**config.mk**
```make
export PLATFORM = sky130hd
export DESIGN_NAME = axil_initiator_adaptor
export DESIGN_NICKNAME = d
export VERILOG_FILES = /design/src/rtl/axil_initiator_adaptor.sv
export SDC_FILE = /design/constraint.sdc
export NUM_CORES = 1
export LEC_CHECK = 0
export ABC_AREA = 0
export CAP_MARGIN = 20
export CORE_MARGIN = 10
export CORE_UTILIZATION = 35
export CTS_CLUSTER_SIZE = 40
export DETAILED_ROUTE_END_ITERATION = 10
export PLACE_DENSITY = 0.78
export SYNTH_ARGS = -nofsm -noshare
export SYNTH_HDL_FRONTEND = slang
export SYNTH_SLANG_ARGS = --single-unit
```
**constraint.sdc**
```tcl
create_clock -name clk_i -period 3.12 [get_ports clk_i]
set_clock_uncertainty 0.1 [all_clocks]
set_input_delay 0.312 -clock clk_i [delete_from_list [all_inputs] [get_ports clk_i]]
set_output_delay 0.312 -clock clk_i [all_outputs]
set_load 0.05 [all_outputs]
```
**src/rtl/axil_initiator_adaptor.sv**
```systemverilog
// axil_initiator_adaptor: turns a cmd/resp stream into single-outstanding AXI4-Lite manager transactions.
// Ports:
//   clk_i, reset_n_i         clock and asynchronous active-low reset
//   cmd_*                    request stream: valid/ready, byte address, wr_en, size (log2 bytes), LSB-aligned wdata
//   resp_*                   completion stream: valid/ready, LSB-aligned zero-extended rdata, err
//   m_axil_aw*/w*/b*/ar*/r*  AXI4-Lite manager channels; all outputs registered
// Optional feature: define AXIL_INIT_ALIGN_CHECK_EN to reject misaligned or size-3 commands
// locally, without any AXI traffic.
module axil_initiator_adaptor #(
    parameter int axil_data_width_p = 32,
    parameter int axil_addr_width_p = 32,
    localparam int size_width_lp = $clog2($clog2(axil_data_width_p/8)+1),
    localparam int strb_width_lp = axil_data_width_p/8
) (
    input  logic                         clk_i,
    input  logic                         reset_n_i,
    input  logic                         cmd_v_i,
    output logic                         cmd_ready_and_o,
    input  logic [axil_addr_width_p-1:0] cmd_addr_i,
    input  logic                         cmd_wr_en_i,
    input  logic [size_width_lp-1:0]     cmd_data_size_i,
    input  logic [axil_data_width_p-1:0] cmd_wdata_i,
    output logic                         resp_v_o,
    input  logic                         resp_ready_and_i,
    output logic [axil_data_width_p-1:0] resp_rdata_o,
    output logic                         resp_err_o,
    output logic [axil_addr_width_p-1:0] m_axil_awaddr_o,
    output logic [2:0]                   m_axil_awprot_o,
    output logic                         m_axil_awvalid_o,
    input  logic                         m_axil_awready_i,
    output logic [axil_data_width_p-1:0] m_axil_wdata_o,
    output logic [strb_width_lp-1:0]     m_axil_wstrb_o,
    output logic                         m_axil_wvalid_o,
    input  logic                         m_axil_wready_i,
    input  logic [1:0]                   m_axil_bresp_i,
    input  logic                         m_axil_bvalid_i,
    output logic                         m_axil_bready_o,
    output logic [axil_addr_width_p-1:0] m_axil_araddr_o,
    output logic [2:0]                   m_axil_arprot_o,
    output logic                         m_axil_arvalid_o,
    input  logic                         m_axil_arready_i,
    input  logic [axil_data_width_p-1:0] m_axil_rdata_i,
    input  logic [1:0]                   m_axil_rresp_i,
    input  logic                         m_axil_rvalid_i,
    output logic                         m_axil_rready_o
);

    typedef enum logic [2:0] {IDLE, WR, WR_B, RD_A, RD_R, RESP} state_e;

    state_e                         state_q, state_d;
    logic [axil_addr_width_p-1:0]   addr_q, addr_d;
    logic [1:0]                     size_q, size_d;
    logic [axil_data_width_p-1:0]   wdata_q, wdata_d;
    logic [strb_width_lp-1:0]       wstrb_q, wstrb_d;
    logic                           awvalid_q, awvalid_d;
    logic                           wvalid_q, wvalid_d;
    logic                           bready_q, bready_d;
    logic                           arvalid_q, arvalid_d;
    logic                           rready_q, rready_d;
    logic                           resp_v_q, resp_v_d;
    logic [axil_data_width_p-1:0]   resp_rdata_q, resp_rdata_d;
    logic                           resp_err_q, resp_err_d;

    logic                           cmd_hs;
    logic                           cmd_reject;
    logic [1:0]                     cmd_off;
    logic [1:0]                     cmd_size_eff;
    logic [strb_width_lp-1:0]       strb_base;
    logic [axil_data_width_p-1:0]   rd_mask;
    logic [axil_data_width_p-1:0]   rd_aligned;
    logic                           unused_resp_lsb;

    // Ready is derived from the state register; gated by reset so it drops with the reset.
    assign cmd_ready_and_o = reset_n_i & (state_q == IDLE);
    assign cmd_hs          = cmd_v_i & cmd_ready_and_o;
    assign cmd_off         = cmd_addr_i[1:0];
    // Size 3 behaves like a full word when it is not rejected.
    assign cmd_size_eff    = (cmd_data_size_i == 2'd3) ? 2'd2 : cmd_data_size_i;
    assign strb_base       = (cmd_size_eff == 2'd0) ? 4'h1 : (cmd_size_eff == 2'd1) ? 4'h3 : 4'hF;
    assign rd_mask         = (size_q == 2'd0) ? 32'h0000_00FF : (size_q == 2'd1) ? 32'h0000_FFFF : 32'hFFFF_FFFF;
    assign rd_aligned      = (m_axil_rdata_i >> {addr_q[1:0], 3'b000}) & rd_mask;
    // Only bit 1 of a response code distinguishes OKAY/EXOKAY from SLVERR/DECERR.
    assign unused_resp_lsb = m_axil_bresp_i[0] ^ m_axil_rresp_i[0];

`ifdef AXIL_INIT_ALIGN_CHECK_EN
    assign cmd_reject = (cmd_data_size_i == 2'd3) | (|(cmd_off & ((2'd1 << cmd_data_size_i) - 2'd1)));
`else
    assign cmd_reject = 1'b0;
`endif

    always_comb begin
        state_d      = state_q;
        addr_d       = addr_q;
        size_d       = size_q;
        wdata_d      = wdata_q;
        wstrb_d      = wstrb_q;
        awvalid_d    = awvalid_q;
        wvalid_d     = wvalid_q;
        bready_d     = bready_q;
        arvalid_d    = arvalid_q;
        rready_d     = rready_q;
        resp_v_d     = resp_v_q;
        resp_rdata_d = resp_rdata_q;
        resp_err_d   = resp_err_q;
        unique case (state_q)
            IDLE: begin
                if (cmd_hs) begin
                    addr_d  = cmd_addr_i;
                    size_d  = cmd_size_eff;
                    // Shifts truncate lanes pushed past the top of the word.
                    wdata_d = cmd_wdata_i << {cmd_off, 3'b000};
                    wstrb_d = strb_base << cmd_off;
                    if (cmd_reject) begin
                        resp_v_d     = 1'b1;
                        resp_err_d   = 1'b1;
                        resp_rdata_d = '0;
                        state_d      = RESP;
                    end else if (cmd_wr_en_i) begin
                        awvalid_d = 1'b1;
                        wvalid_d  = 1'b1;
                        state_d   = WR;
                    end else begin
                        arvalid_d = 1'b1;
                        state_d   = RD_A;
                    end
                end
            end
            WR: begin
                // AW and W retire independently; B is only accepted once both have gone.
                awvalid_d = awvalid_q & ~m_axil_awready_i;
                wvalid_d  = wvalid_q & ~m_axil_wready_i;
                if (!awvalid_d && !wvalid_d) begin
                    bready_d = 1'b1;
                    state_d  = WR_B;
                end
            end
            WR_B: begin
                if (m_axil_bvalid_i) begin
                    bready_d     = 1'b0;
                    resp_v_d     = 1'b1;
                    resp_err_d   = m_axil_bresp_i[1];
                    resp_rdata_d = '0;
                    state_d      = RESP;
                end
            end
            RD_A: begin
                if (m_axil_arready_i) begin
                    arvalid_d = 1'b0;
                    rready_d  = 1'b1;
                    state_d   = RD_R;
                end
            end
            RD_R: begin
                if (m_axil_rvalid_i) begin
                    rready_d     = 1'b0;
                    resp_v_d     = 1'b1;
                    resp_err_d   = m_axil_rresp_i[1];
                    resp_rdata_d = rd_aligned;
                    state_d      = RESP;
                end
            end
            RESP: begin
                if (resp_ready_and_i) begin
                    resp_v_d = 1'b0;
                    state_d  = IDLE;
                end
            end
            default: state_d = IDLE;
        endcase
    end

    always_ff @(posedge clk_i or negedge reset_n_i) begin
        if (!reset_n_i) begin
            state_q      <= IDLE;
            addr_q       <= '0;
            size_q       <= '0;
            wdata_q      <= '0;
            wstrb_q      <= '0;
            awvalid_q    <= 1'b0;
            wvalid_q     <= 1'b0;
            bready_q     <= 1'b0;
            arvalid_q    <= 1'b0;
            rready_q     <= 1'b0;
            resp_v_q     <= 1'b0;
            resp_rdata_q <= '0;
            resp_err_q   <= 1'b0;
        end else begin
            state_q      <= state_d;
            addr_q       <= addr_d;
            size_q       <= size_d;
            wdata_q      <= wdata_d;
            wstrb_q      <= wstrb_d;
            awvalid_q    <= awvalid_d;
            wvalid_q     <= wvalid_d;
            bready_q     <= bready_d;
            arvalid_q    <= arvalid_d;
            rready_q     <= rready_d;
            resp_v_q     <= resp_v_d;
            resp_rdata_q <= resp_rdata_d;
            resp_err_q   <= resp_err_d;
        end
    end

    assign m_axil_awaddr_o  = addr_q;
    assign m_axil_araddr_o  = addr_q;
    assign m_axil_awprot_o  = 3'b000;
    assign m_axil_arprot_o  = 3'b000;
    assign m_axil_awvalid_o = awvalid_q;
    assign m_axil_wdata_o   = wdata_q;
    assign m_axil_wstrb_o   = wstrb_q;
    assign m_axil_wvalid_o  = wvalid_q;
    assign m_axil_bready_o  = bready_q;
    assign m_axil_arvalid_o = arvalid_q;
    assign m_axil_rready_o  = rready_q;
    assign resp_v_o         = resp_v_q;
    assign resp_rdata_o     = resp_rdata_q;
    assign resp_err_o       = resp_err_q;

endmodule

```
==> metrics.md <==
| Metric | Value |
|---|---|
| Status | `finished, final reports clean` |
| Ports | `258` |
| Leading post-synthesis cells by cell area | `dfrtp_1 (47%), mux2_4 (13%), mux2i_1 (8.3%)` |
| Setup crit end | `m_axil_araddr_o[0]` |
| Grt total ovfl | `0` |
| Met2 WL post-DR | `9226 µm` |
| CP endpoint kind | `output pin` |
| CP Depth | `1` |
| Final Cell Area | `8657 µm²` |
| Sum Neg Setup Slack | `0 ps` |
| Primary FF master, synth | `dfrtp_1` |
| Avg Synthesized Cell Area | `12.73 µm²` |
| Startpoint Class | `flip-flop` |
| Die H | `149.9 µm` |
| Largest net degree at the start of global routing | `65` |
| Hold Fails Final Rpt | `0` |
| Max_slew headroom | `0.4206` |
| Sequential area share after synthesis | `0.4746` |
| Crit path cell chain | `clkdlybuf4s50_1` |
| Vias per cell | `5.028` |
| Crit path from | `m_axil_araddr_o[0]$_DFFE_PN0P_` |
| Hold buffers post-CTS | `0` |
| Area leader, netlist | `dfrtp_1` |
| Layout cells sized above 1 | `0.1568` |
| #FFs+latches synth | `112` |
| CP Buf/Inv Count | `1` |
| Post-DRT Antenna Nets | `0` |
| R2R setup slack | `870 ps` |
| Die ar. | `22,470 µm²` |
| Reg2reg end | `m_axil_wdata_o[23]$_DFFE_PN0P_` |
| Clk root buf | `clkbuf_16` |
| Initial Utilization | `0.3561` |
| Post-CTS setup buffer count | `0` |
| CP Max Fanout | `16` |
| Hold Path Class | `in2async` |
| First-pass GRT wire length | `28,190 µm` |
| MaxCap Viol Count | `0` |
| Endpoints failing setup | `0` |
| Fin crit share | `0.8023` |
| Post-synth cell types | `42` |
| Routed WL | `18,370 µm` |
| Drt pass-1 iters | `4` |
| Area added between synthesis and finish | `46.59%` |
| Clock tree buffer depth | `2` |
| Setup ws final | `616.9 ps` |
| Top routing layer in use | `met4` |
| Hpwl dp | `14,180 µm` |
| Max IR drop VDD | `643.3 µV` |
| Routed len/inst | `20.51 µm` |
| Max Clk Rate | `399.5 MHz` |
| Clock Pin Slew Worst Setup and Hold Paths | `80 ps` |
| # resized after CTS | `0` |
| Vias | `4,505` |
| Synth top area share | `0.4746` |
| H-tree depth | `3` |
| CTS tree | `yes` |
| Top delay family on crit path | `buffers and inverters` |
| Yosys warns | `0` |
| Slew Viols, Final | `0` |
| Num CTS Buffers | `9` |
| Final RePlAce weighted congestion | `0.8019` |
| Power per standard cell area | `1203 nW/µm²` |
| Clk sink count | `112` |
| Most numerous cell in the Yosys netlist | `dfrtp_1` |
| Vias in the first global route | `4,884` |
| Global Route Usage Sum | `0.1574` |
| EDFF count, synth | `0` |
| Finished Layout Cells | `896` |
| Critical-path top delay cell | `clkdlybuf4s50_1` |
| Placed Area | `8319 µm²` |
| PortBufs | `249` |
| Metal3 WL | `1801 µm` |
| Post-Syn Area | `5906 µm²` |
| Unrepaired setup endpoints after global routing | `false` |
| Clock period minus worst slack | `2503 ps` |
| Final cell utilization of the core | `0.5220` |
| Crit-path max cell delay | `950 ps` |
| DP Worst Slack | `743.1 ps` |
| Top cells by count, synth | `dfrtp_1 (112), mux2_4 (51), mux2i_1 (49), buf_4 (40), o2bb2ai_1 (26)` |
| R2R cell count | `5` |
| Fin nets | `783` |
| Fill count | `1,410` |
| Worst Path Required | `2710 ps` |
| Initial antenna violation count | `0` |
| Worst slew pin tran | `867.3 ps` |
| Initial detailed-routing violation count | `156` |
| R2R Path Start | `state_q[1]$_DFFE_PN0P_` |
| Antenna cells | `0` |
| Die Width | `149.9 µm` |
| WL met1 | `7183 µm` |
| Asr flop ratio synth | `1.000` |
| Residual DRC count | `0` |
| Worst-Skew Late Latency | `340 ps` |
| CORE AREA | `16,580 µm²` |
| Static Leakage | `0.003899 µW` |
| Num rows | `47` |
| Cell count after synthesis | `464` |
| Placed Instances | `880` |
| Setup CP Type | `reg2out` |
| Critical path arrival | `2090 ps` |
[stage by stage]
step           power, µW  hold WS [ps]
2_1_floorplan       7179        -83.59
3_3_place_gp        9061         373.2
3_5_place_dp        9171         378.9
4_1_cts            10520         93.02
5_1_grt            10860         127.2
6_report           10410         74.86
[registers in the layout, summed over array words and instances (netlist names)]
name and flops:
m_axil_wvalid_o 1, resp_rdata_o 32, size_q 2, m_axil_arvalid_o 1
resp_err_o 1, state_q 3, m_axil_wdata_o 32, m_axil_awvalid_o 1
m_axil_rready_o 1, m_axil_bready_o 1, m_axil_wstrb_o 4, m_axil_araddr_o 32
resp_v_o 1
[layout make-up]
type	count	area [µm²]	share of cell area
clock buffer	11	232.7	0.02688
clock inverter	5	105.1	0.01214
sequential	112	2803	0.3237
tap	220	275.3	0.03180
multi-input combinational	282	2621	0.3028
timing repair buffer	262	2605	0.3009
inverter	4	15.01	0.001734
[how the worst min path moves through the flow]
| stage | end | startpoint | cells after the start |
|---|---|---|---|
| 2_1_floorplan | m_axil_araddr_o[0]$_DFFE_PN0P_ | reset_n_i | 0 |
| 4_1_cts | resp_rdata_o[24]$_DFFE_PN0P_ | reset_n_i | 2 |
| 5_1_grt | resp_err_o$_DFFE_PN0P_ | reset_n_i | 2 |
| 6_report | resp_rdata_o[25]$_DFFE_PN0P_ | reset_n_i | 2 |
| 3_5_place_dp | m_axil_wdata_o[0]$_DFFE_PN0P_ | m_axil_wdata_o[0]$_DFFE_PN0P_ | 1 |
| 3_3_place_gp | m_axil_wdata_o[0]$_DFFE_PN0P_ | m_axil_wdata_o[0]$_DFFE_PN0P_ | 1 |
[where the power goes]
part | switching, µW | leakage (µW) | internal [µW]
clock | 524 | 0.000156 | 787
combinational | 4050 | 0.00233 | 2440
sequential | 543 | 0.00141 | 2070
[cells by family after synthesis]
group | after synthesis | synth area share
DFF | 112 | 0.4746
buffers and inverters | 75 | 0.08475
AOI/OAI and AO/OA | 84 | 0.1172
muxes | 120 | 0.2508
other | 1 | 0.0006350
and+or+nand+nor | 72 | 0.07203
[layer usage]
| metal | vias to the layer above | track usage |
|---|---|---|
| li1 | 2062 | - |
| met5 | - | 0 |
| met3 | 17 | 0.06250 |
| met4 | 0 | 0.03741 |
| met1 | 2260 | 0.1785 |
| met2 | 166 | 0.2715 |
[placed cells by master, fill, tap and decap left out, types with 2 or more instances in the layout]
cell type        instances
clkdlybuf4s50_1        246
dfrtp_1                112
mux2_4                  51
mux2i_1                 49
o2bb2ai_1               26
nand2_1                 13
nor2_1                  13
buf_4                   13
mux2_2                  12
nor2b_1                 11
clkbuf_16                9
a22o_1                   8
a211o_1                  8
a32o_1                   8
mux2_1                   8
and3_1                   8
nand4_1                  8
a21bo_2                  8
nand2b_1                 7
a21oi_1                  6
o21ai_0                  6
conb_1                   6
a31oi_1                  5
inv_1                    4
nand3b_1                 3
bufinv_16                3
a21o_1                   2
o21bai_1                 2
nor3b_1                  2
clkinvlp_4               2
clkbuf_1                 2
buf_12                   2
(Power assumes the default switching activity.)
